### config.mk
export PLATFORM = sky130hd
export DESIGN_NAME = flat_buffer_serializer_flat
export DESIGN_NICKNAME = d
export VERILOG_FILES = /design/src/rtl/flat_buffer_serializer_if.sv /design/src/rtl/flat_buffer_serializer.sv /design/src/flat_wrapper.sv
export SDC_FILE = /design/constraint.sdc
export NUM_CORES = 1
export LEC_CHECK = 0
export ABC_AREA = 1
export CAP_MARGIN = 20
export CORE_MARGIN = 2
export CORE_UTILIZATION = 25
export DETAILED_ROUTE_END_ITERATION = 6
export REMOVE_ABC_BUFFERS = 1
export SYNTH_ARGS = -nofsm -noshare
export SYNTH_HDL_FRONTEND = slang
export SYNTH_SLANG_ARGS = --single-unit
### constraint.sdc
create_clock -name clk -period 3.9 [get_ports clk]
set_input_delay 0.78 -clock clk [delete_from_list [all_inputs] [get_ports clk]]
set_output_delay 0.78 -clock clk [all_outputs]
set_load 0.01 [all_outputs]
### src/rtl/flat_buffer_serializer_if.sv
// Stream-side bundle for flat_buffer_serializer.
// Each transfer carries one signed sample with its channel and delay index.
interface flat_buffer_serializer_if #(
  parameter int numChannels = 16,
  parameter int bitwidth    = 8,
  parameter int depth       = 5
);
  localparam int CW = (numChannels > 1) ? $clog2(numChannels) : 1;
  localparam int DW = (depth > 0) ? $clog2(depth + 1) : 1;

  logic signed [bitwidth-1:0] out_data;
  logic                       out_valid;
  logic                       out_ready;
  logic [CW-1:0]              out_ch;
  logic [DW-1:0]              out_dly;
  logic                       out_last;

  modport master (output out_data, out_valid, out_ch, out_dly, out_last, input out_ready);
  modport slave  (input out_data, out_valid, out_ch, out_dly, out_last, output out_ready);
endinterface

### src/rtl/flat_buffer_serializer.sv
// Snapshots buffer[ch][dly] on capture and streams it oldest-delay first, channels ascending.
// Optional saturating reject counter: define FLAT_BUFFER_SERIALIZER_OVERRUN_CNT_EN.
module flat_buffer_serializer #(
  parameter int numChannels = 16,
  parameter int bitwidth    = 8,
  parameter int depth       = 5
) (
  input  logic                        clk,
  input  logic                        rstb,
  input  logic signed [bitwidth-1:0]  buffer [numChannels-1:0][depth:0],
  input  logic                        capture,
  flat_buffer_serializer_if.master    stream,
  output logic                        busy,
  output logic                        overrun
`ifdef FLAT_BUFFER_SERIALIZER_OVERRUN_CNT_EN
  ,
  input  logic                        overrun_clr,
  output logic [7:0]                  overrun_cnt
`endif
);
  localparam int CW = (numChannels > 1) ? $clog2(numChannels) : 1;
  localparam int DW = (depth > 0) ? $clog2(depth + 1) : 1;
  localparam logic [CW-1:0] CH_MAX  = CW'(numChannels - 1);
  localparam logic [DW-1:0] DLY_MAX = DW'(depth);

  typedef enum logic {IDLE, STREAM} state_t;

  state_t                     state_reg, state_next;
  logic [CW-1:0]              ch_reg, ch_next;
  logic [DW-1:0]              dly_reg, dly_next;
  logic                       overrun_reg, overrun_next;
  logic                       take;
  logic                       xfer;
  logic                       last_word;
  logic signed [bitwidth-1:0] snap_reg [numChannels-1:0][depth:0];

  always_ff @(posedge clk or negedge rstb) begin
    if (!rstb) begin
      state_reg   <= IDLE;
      ch_reg      <= '0;
      dly_reg     <= '0;
      overrun_reg <= 1'b0;
    end else begin
      state_reg   <= state_next;
      ch_reg      <= ch_next;
      dly_reg     <= dly_next;
      overrun_reg <= overrun_next;
    end
  end

  // The whole window is latched in one edge; the live buffer is ignored until the next take.
  always_ff @(posedge clk or negedge rstb) begin
    if (!rstb) begin
      for (int c = 0; c < numChannels; c++)
        for (int d = 0; d <= depth; d++)
          snap_reg[c][d] <= '0;
    end else if (take) begin
      for (int c = 0; c < numChannels; c++)
        for (int d = 0; d <= depth; d++)
          snap_reg[c][d] <= buffer[c][d];
    end
  end

  always_comb begin
    state_next   = state_reg;
    ch_next      = ch_reg;
    dly_next     = dly_reg;
    take         = 1'b0;
    overrun_next = 1'b0;
    xfer         = (state_reg == STREAM) && stream.out_ready;
    last_word    = (state_reg == STREAM) && (dly_reg == '0) && (ch_reg == CH_MAX);
    case (state_reg)
      IDLE: begin
        if (capture) begin
          take       = 1'b1;
          state_next = STREAM;
          ch_next    = '0;
          dly_next   = DLY_MAX;
        end
      end
      STREAM: begin
        if (xfer) begin
          if (last_word) begin
            // A capture on the closing transfer chains straight into the next frame.
            if (capture) begin
              take     = 1'b1;
              ch_next  = '0;
              dly_next = DLY_MAX;
            end else begin
              state_next = IDLE;
            end
          end else if (ch_reg == CH_MAX) begin
            ch_next  = '0;
            dly_next = dly_reg - DW'(1);
          end else begin
            ch_next = ch_reg + CW'(1);
          end
        end
        overrun_next = capture && !take;
      end
      default: state_next = IDLE;
    endcase
  end

  always_comb begin
    stream.out_valid = (state_reg == STREAM);
    stream.out_last  = last_word;
    stream.out_ch    = (state_reg == STREAM) ? ch_reg : '0;
    stream.out_dly   = (state_reg == STREAM) ? dly_reg : '0;
    stream.out_data  = (state_reg == STREAM) ? snap_reg[ch_reg][dly_reg] : '0;
    busy             = (state_reg == STREAM);
    overrun          = overrun_reg;
  end

`ifdef FLAT_BUFFER_SERIALIZER_OVERRUN_CNT_EN
  logic [7:0] overrun_cnt_reg;

  always_ff @(posedge clk or negedge rstb) begin
    if (!rstb)
      overrun_cnt_reg <= '0;
    else if (overrun_clr)
      overrun_cnt_reg <= '0;
    else if (overrun_next && (overrun_cnt_reg != 8'hFF))
      overrun_cnt_reg <= overrun_cnt_reg + 8'd1;
  end

  assign overrun_cnt = overrun_cnt_reg;
`endif
endmodule

### src/flat_wrapper.sv
// flat-port wrapper written by rule: the top's interface ports become plain ports
module flat_buffer_serializer_flat 
#(
  parameter int numChannels = 16,
  parameter int bitwidth    = 8,
  parameter int depth       = 5
)
  (clk, rstb, buffer, capture, busy, overrun, stream_out_data, stream_out_valid, stream_out_ch, stream_out_dly, stream_out_last, stream_out_ready);
  flat_buffer_serializer_if #(.numChannels(numChannels), .bitwidth(bitwidth), .depth(depth)) stream_i ();
  input  logic clk;
  input  logic rstb;
  input  logic signed [bitwidth-1:0] buffer[numChannels-1:0][depth:0];
  input  logic capture;
  output logic busy;
  output logic overrun;
  output wire logic [$bits(stream_i.out_data)-1:0] stream_out_data;
  output wire logic [$bits(stream_i.out_valid)-1:0] stream_out_valid;
  output wire logic [$bits(stream_i.out_ch)-1:0] stream_out_ch;
  output wire logic [$bits(stream_i.out_dly)-1:0] stream_out_dly;
  output wire logic [$bits(stream_i.out_last)-1:0] stream_out_last;
  input wire logic [$bits(stream_i.out_ready)-1:0] stream_out_ready;
  assign stream_out_data = stream_i.out_data;
  assign stream_out_valid = stream_i.out_valid;
  assign stream_out_ch = stream_i.out_ch;
  assign stream_out_dly = stream_i.out_dly;
  assign stream_out_last = stream_i.out_last;
  assign stream_i.out_ready = stream_out_ready;
  flat_buffer_serializer #(.numChannels(numChannels), .bitwidth(bitwidth), .depth(depth)) u_core (.clk(clk), .rstb(rstb), .buffer(buffer), .capture(capture), .stream(stream_i), .busy(busy), .overrun(overrun));
endmodule
==> results.sh, run 1 <==
export IMPL_met3_usage_pct=2.83
export IMPL_die_w_um=391
export IMPL_grt_pass1_wl_um=222000
export IMPL_hpwl_um=105000
export IMPL_synth_cells=4896
export IMPL_synth_top_area_share_pct=52.0
export IMPL_largest_reg_flops=768
export IMPL_tritoncts="yes"
export IMPL_ys_ff_latch=777
export IMPL_clockRootBuffer="clkbuf_16"
export IMPL_fin_ws_ps=147
export IMPL_tns_ps=0
export IMPL_drive_gt1_share_pct=7.46
export IMPL_p_total_w=0.0361
export IMPL_postLayoutCoreUtil_pct=35.1
export IMPL_crit_path_end_kind="output pin"
export IMPL_power_density_mw_per_mm2=695
export IMPL_min_period_over_period_pct=96.2
export IMPL_p_sw_w=0.0140
export IMPL_io_pins=791
export IMPL_seq_area_frac_synth_pct=52.0
export IMPL_cp_max_fo=14
export IMPL_grtUsageMet2_pct=32.0
export IMPL_areaGrowthSynthToFinish_pct=39.2
export IMPL_rsz0062_at_grt="yes"
export IMPL_met1_usage_pct=25.2
export IMPL_cts_sinks=777
export IMPL_cp_start_kind="flop"
export IMPL_globalRoute_totalOverflow=0
export IMPL_start_util_pct=25.2
export IMPL_grt_pass1_vias=35800
export IMPL_maxCapViolCount=0
export IMPL_busiest_layer="met2"
export IMPL_seqPwrFrac_pct=35.3
export IMPL_setup_worst_path_start="u_core.ch_reg[0]$_DFFE_PN0P_"
export IMPL_synthesis_area_mm2=0.0374
export IMPL_synth_avg_cell_area_um2=7.63
export IMPL_path_class="flop to output pin"
export IMPL_tightestPinTransition_ps=819
export IMPL_synthTopCellsByArea="dfrtp_1, nand2_1, inv_1"
export IMPL_clock_path_buffers=3
export IMPL_final_nets=6414
export IMPL_ys_types=29
export IMPL_ctsHoldBuffers=0
export IMPL_place_ws_ps=19.3
export IMPL_num_vias=35200
export IMPL_wl_per_cell_um=19.7
export IMPL_crit_arrival_ps=2970
export IMPL_io_buffers=790
export IMPL_run_status="finished, final reports clean"
export IMPL_hp_class="input pin to asynchronous set/reset pin"
export IMPL_final_hold_viol_count=0
export IMPL_critPathRequiredTime_ps=3120
export IMPL_p_clk_share_pct=23.5
export IMPL_num_rows=141
export IMPL_relSlewSlack_pct=45.4
export IMPL_core_mm2=0.148
export IMPL_reg2reg_from="u_core.ch_reg[1]$_DFFE_PN0P_"
export IMPL_drt_pass1_iter_count=7
export IMPL_reg2reg_depth=12
export IMPL_first_iter_violations=2743
export IMPL_clk_pin_slew_worst_paths_ps=70
export IMPL_final_antenna_net_count=0
export IMPL_power_internal_w=0.0222
export IMPL_cts_made_buffers=90
export IMPL_wl_um=151000
export IMPL_grtUsageTotal_pct=19.3
export IMPL_finalMaxSlewViolations=0
export IMPL_reg2reg_slack_ps=570
export IMPL_ir_worst_vdd_mv=0.355
export IMPL_period_minus_slack_ps=3750
export IMPL_grt_max_degree=131
export IMPL_avgViaCountPerCell=4.60
export IMPL_setup_violations=0
export IMPL_cts_max_level=3
export IMPL_dieArea_mm2=0.153
export IMPL_crit_end="stream_out_data[3]"
export IMPL_worstReg2RegEnd="u_core.snap_reg[24]$_DFFE_PN0P_"
export IMPL_fin_skew_ps=37.8
export IMPL_ys_warn_count=0
export IMPL_clk_latency_ps=710
export IMPL_dieHeight_um=391
export IMPL_power_leakage_nw=23.9
export IMPL_finalWeightedCongestion=0.888
export IMPL_drcViolationCount=0
export IMPL_synth_top_area_cell="dfrtp_1"
export IMPL_switching_share_pct=38.7
export IMPL_fmax_mhz=266
export IMPL_pwr_share_comb_pct=41.1
export IMPL_antenna_found_initial=10
## worst min-delay path by stage
stage	from	to	cells after the start
final	rstb	u_core.snap_reg[278]$_DFFE_PN0P_	1
after global routing	rstb	u_core.snap_reg[278]$_DFFE_PN0P_	1
after CTS	rstb	u_core.snap_reg[230]$_DFFE_PN0P_	1
after detailed placement	u_core.snap_reg[718]$_DFFE_PN0P_	u_core.snap_reg[718]$_DFFE_PN0P_	2
after global placement	u_core.snap_reg[49]$_DFFE_PN0P_	u_core.snap_reg[49]$_DFFE_PN0P_	2
after floorplan	rstb	u_core.busy$_DFF_PN0_	0
## stage by stage
stage / cells / cell area, um^2 / hold slack, ps
2_1_floorplan: 4566 / 35800 / 483
3_3_place_gp: 7431 / 47800 / 497
3_5_place_dp: 7431 / 47800 / 506
4_1_cts: 7632 / 51800 / 93.2
5_1_grt: 7642 / 52000 / 134
6_report: 7643 / 52000 / 128
## layout by cell type (no fill, tap or decap), drive strengths merged
cell type	instances
a21oi	114
a22oi	1
a31oi	1
buf	182
bufbuf	12
bufinv	4
clkbuf	131
clkdlybuf4s15	1
clkdlybuf4s50	781
clkinv	22
clkinvlp	5
dfrtp	777
diode	5
ha	3
inv	796
nand2	1438
nand3	427
nand4	14
nor2	46
nor3	5
o211ai	76
o21ai	866
o22ai	4
o32ai	1
xor2	1
## final cells by class
type	count	area [um^2]
clock buffers	128	2580
repair inverters	2	17.5
diodes	5	12.5
clock inverters	33	337
multi-input cells	2997	13700
well taps	1930	2410
inverters	792	3020
repair buffers	979	10400
fillers	15400	96000
flip-flops and latches	777	19500
## cells in the mapped netlist
| master | count |
|---|---|
| buf_4 | 38 |
| a21oi_1 | 114 |
| inv_1 | 786 |
| clkbuf_1 | 159 |
| clkinv_1 | 2 |
| buf_1 | 20 |
| dfrtp_1 | 777 |
| a31oi_1 | 1 |
| o21ai_0 | 367 |
| nor3_4 | 1 |
| nand4_2 | 1 |
| buf_2 | 112 |
| buf_6 | 1 |
| nor3_1 | 4 |
| nand2_2 | 1 |
| o21ai_1 | 499 |
| nor2_4 | 1 |
| ha_1 | 3 |
| clkinv_2 | 1 |
| o22ai_1 | 4 |
| nor2_1 | 45 |
| nand3_1 | 427 |
| a22oi_1 | 1 |
| nand2_1 | 1437 |
| o211ai_1 | 76 |
| nand4_1 | 13 |
| inv_2 | 3 |
| o32ai_1 | 1 |
| xor2_1 | 1 |
## logic make-up after synthesis
| family | count (synthesis) | synth area share [%] |
|---|---|---|
| xor gates and xnor gates | 1 | 0.0234 |
| DFF | 777 | 52.0 |
| buffers and inverters | 1122 | 12.1 |
| and+or+nand+nor | 1930 | 21.0 |
| adders and majority gates | 3 | 0.100 |
| AOI/OAI and AO/OA | 1063 | 14.8 |
## worst max-delay path, stage by stage, from the launching register on
cell and delay, ps:
dfrtp_4 520, buf_12 170, buf_16 170, buf_12 170
nand2_1 70, nand3_1 80, a21oi_1 410, nor2_1 100
nand2_2 110, nand3_1 70, nand2_1 100, nand2_2 80
nand2_2 70, buf_2 130
## power groups by stage
stage | Combinational (W) | Sequential [W] | Clock, W
detailed placement | 0.0137 | 0.0129 | 0
global placement | 0.0136 | 0.0128 | 0
floorplan | 0.00767 | 0.0132 | 0
finish | 0.0149 | 0.0128 | 0.00851
CTS | 0.0150 | 0.0128 | 0.00874
global route | 0.0166 | 0.0131 | 0.00905
## metal layers
metal  vias to the layer above  wire, um  part of all wire [%]
met4                         0      5910                   3.9
met3                       250      8710                   5.8
li1                      16900         -                     -
met5                         -         0                     0
met1                     16800     64700                    43
met2                      1215     71400                    47
## what timing repair did
| action | 4_1_cts | 5_1_grt |
|---|---|---|
| pin swaps | 20 | 8 |
| gates resized for setup | 126 | 26 |
| buffers inserted | 25 | 5 |
| endpoints found under the setup margin | 8 | 7 |
| cloned | 15 | 1 |
(Power assumes the default switching activity.)
==> run 2, diff against run 1 <==
Settings changed: TNS_END_PERCENT set to 1.
==> run 2 against run 1 <==
Against the previous run:
- wire length decreased by 0.78%
- register-to-register slack lost 80 ps
- worst setup slack got worse by 70 ps
- critical path type unchanged
- sequential cell count is the same
- sequential power about the same
- highest routed layer unchanged
- largest power group unchanged
==> results.sh, run 2 (synthesis results as in run 1) <==
export IMPL_dieHeight_um=391
export IMPL_antenna_found_initial=10
export IMPL_multi_input_area_mm2=0.0137
export IMPL_io_pins=791
export IMPL_finalMaxSlewViolations=0
export IMPL_clock_path_buffers=3
export IMPL_drt_pass1_iter_count=6
export IMPL_finalWeightedCongestion=0.888
export IMPL_reg2reg_depth=13
export IMPL_drive_gt1_share_pct=6.92
export IMPL_wl_um=150000
export IMPL_crit_slowest_cell="dfrtp_4"
export IMPL_final_hold_viol_count=0
export IMPL_whs_ps=138
export IMPL_num_rows=141
export IMPL_clockRootBuffer="clkbuf_16"
export IMPL_final_antenna_net_count=0
export IMPL_cp_start_kind="flop"
export IMPL_grt_pass1_vias=35700
export IMPL_die_w_um=391
export IMPL_mostFrequentLayoutCells="nand2_1, inv_1, clkdlybuf4s50_1, dfrtp_1, o21ai_1"
export IMPL_reg2reg_from="u_core.ch_reg[1]$_DFFE_PN0P_"
export IMPL_cts_sinks=777
export IMPL_p_total_w=0.0358
export IMPL_setup_violations=0
export IMPL_crit_arrival_ps=3040
export IMPL_cts_max_level=3
export IMPL_fmax_mhz=262
export IMPL_power_leakage_nw=23.7
export IMPL_clk_pin_slew_worst_paths_ps=80
export IMPL_reg2reg_slack_ps=490
export IMPL_areaGrowthSynthToFinish_pct=38.3
export IMPL_dieArea_mm2=0.153
export IMPL_seq_area_mm2=0.0195
export IMPL_maxCapViolCount=0
export IMPL_num_vias=35100
export IMPL_tritoncts="yes"
export IMPL_globalRoute_totalOverflow=0
export IMPL_largest_reg_flops=768
export IMPL_core_mm2=0.148
export IMPL_run_status="finished, final reports clean"
export IMPL_drcViolationCount=0
export IMPL_crit_end="stream_out_data[5]"
export IMPL_first_iter_violations=2749
export IMPL_power_density_mw_per_mm2=693
export IMPL_slowest_delay_ps=520
export IMPL_grtUsageTotal_pct=19.2
export IMPL_grt_max_degree=131
export IMPL_layout_commonest_cell="nand2_1"
export IMPL_clk_latency_ps=700
export IMPL_hp_class="input pin to asynchronous set/reset pin"
export IMPL_cp_max_fo=42
export IMPL_path_buf_inv=5
export IMPL_nFillCells=15400
export IMPL_tightestPinTransition_ps=829
export IMPL_rsz0062_at_grt="yes"
export IMPL_relSlewSlack_pct=44.8
export IMPL_crit_family="buffers and inverters"
export IMPL_hpwl_um=105000
export IMPL_setup_worst_path_start="u_core.ch_reg[0]$_DFFE_PN0P_"
export IMPL_io_buffers=790
export IMPL_min_period_over_period_pct=98.0
export IMPL_cts_made_buffers=90
export IMPL_path_class="flop to output pin"
export IMPL_crit_path_end_kind="output pin"
export IMPL_grt_pass1_wl_um=221000
export IMPL_path_depth=11
export IMPL_ir_worst_vdd_mv=0.354
export IMPL_postLayoutCoreUtil_pct=34.9
export IMPL_period_minus_slack_ps=3820
export IMPL_critPathRequiredTime_ps=3120
export IMPL_fin_skew_ps=36.1
export IMPL_wl_per_cell_um=19.6
export IMPL_path_cells="buf_12 > buf_16 > buf_4 > buf_12 > o211ai_1 > nand3_1 > nand3_1 > nand4_1 > nand3_2 > nand2_2 > dlygate4sd2_1"
export IMPL_final_nets=6401
export IMPL_ctsHoldBuffers=0
export IMPL_start_util_pct=25.2
export IMPL_worstReg2RegEnd="u_core.snap_reg[293]$_DFFE_PN0P_"
export IMPL_avgViaCountPerCell=4.60
[run 2: stage by stage]
step / instance area [um^2] / std cells / setup TNS, ps / worst slack (ps)
6_report: 51700 / 7631 / 0 / 77.4
3_3_place_gp: 47800 / 7431 / -0.272 / -0.272
5_1_grt: 51700 / 7629 / -364 / -69.7
2_1_floorplan: 35800 / 4566 / - / -30550
4_1_cts: 51600 / 7625 / -167 / -49.6
3_5_place_dp: 47800 / 7431 / 0 / 19.3
[run 2: repair_timing]
item                       CTS  global route
setup endpoints to repair    8             9
gates cloned                12             0
pin swaps                   12             5
setup buffers               21             0
resized for setup          107            15
[run 2: worst min-delay path by stage]
stage / from / endpoint / cells after the start
after floorplan: rstb / u_core.busy$_DFF_PN0_ / 0
after global placement: u_core.snap_reg[49]$_DFFE_PN0P_ / u_core.snap_reg[49]$_DFFE_PN0P_ / 2
after detailed placement: u_core.snap_reg[718]$_DFFE_PN0P_ / u_core.snap_reg[718]$_DFFE_PN0P_ / 2
after CTS: rstb / u_core.snap_reg[230]$_DFFE_PN0P_ / 1
after global routing: rstb / u_core.snap_reg[278]$_DFFE_PN0P_ / 1
final: rstb / u_core.snap_reg[230]$_DFFE_PN0P_ / 1
[run 2: cell type report]
class,instances,share of cell area (%)
clock buffers,128,4.98
multi-input cells,2997,26.4
repair inverters,2,0.0339
repair buffers,966,19.7
inverters,792,5.82
clock inverters,33,0.651
well taps,1930,4.67
flip-flops and latches,777,37.6
diodes,6,0.0290
[run 2: power breakdown]
group / total, W / internal, W / switching, W
sequential: 0.0128 / 0.0114 / 0.00135
combinational: 0.0145 / 0.00567 / 0.00886
clock: 0.00850 / 0.00487 / 0.00363
total: 0.0358 / 0.0220 / 0.0138
[run 2: per-layer routing]
metal / track usage [%] / vias up / share of wire [%]
met5: 0 / - / 0
met4: 7.93 / 0 / 3.9
met3: 2.74 / 252 / 5.9
met2: 32.0 / 1207 / 47
met1: 25.0 / 16800 / 43
li1: - / 16800 / -
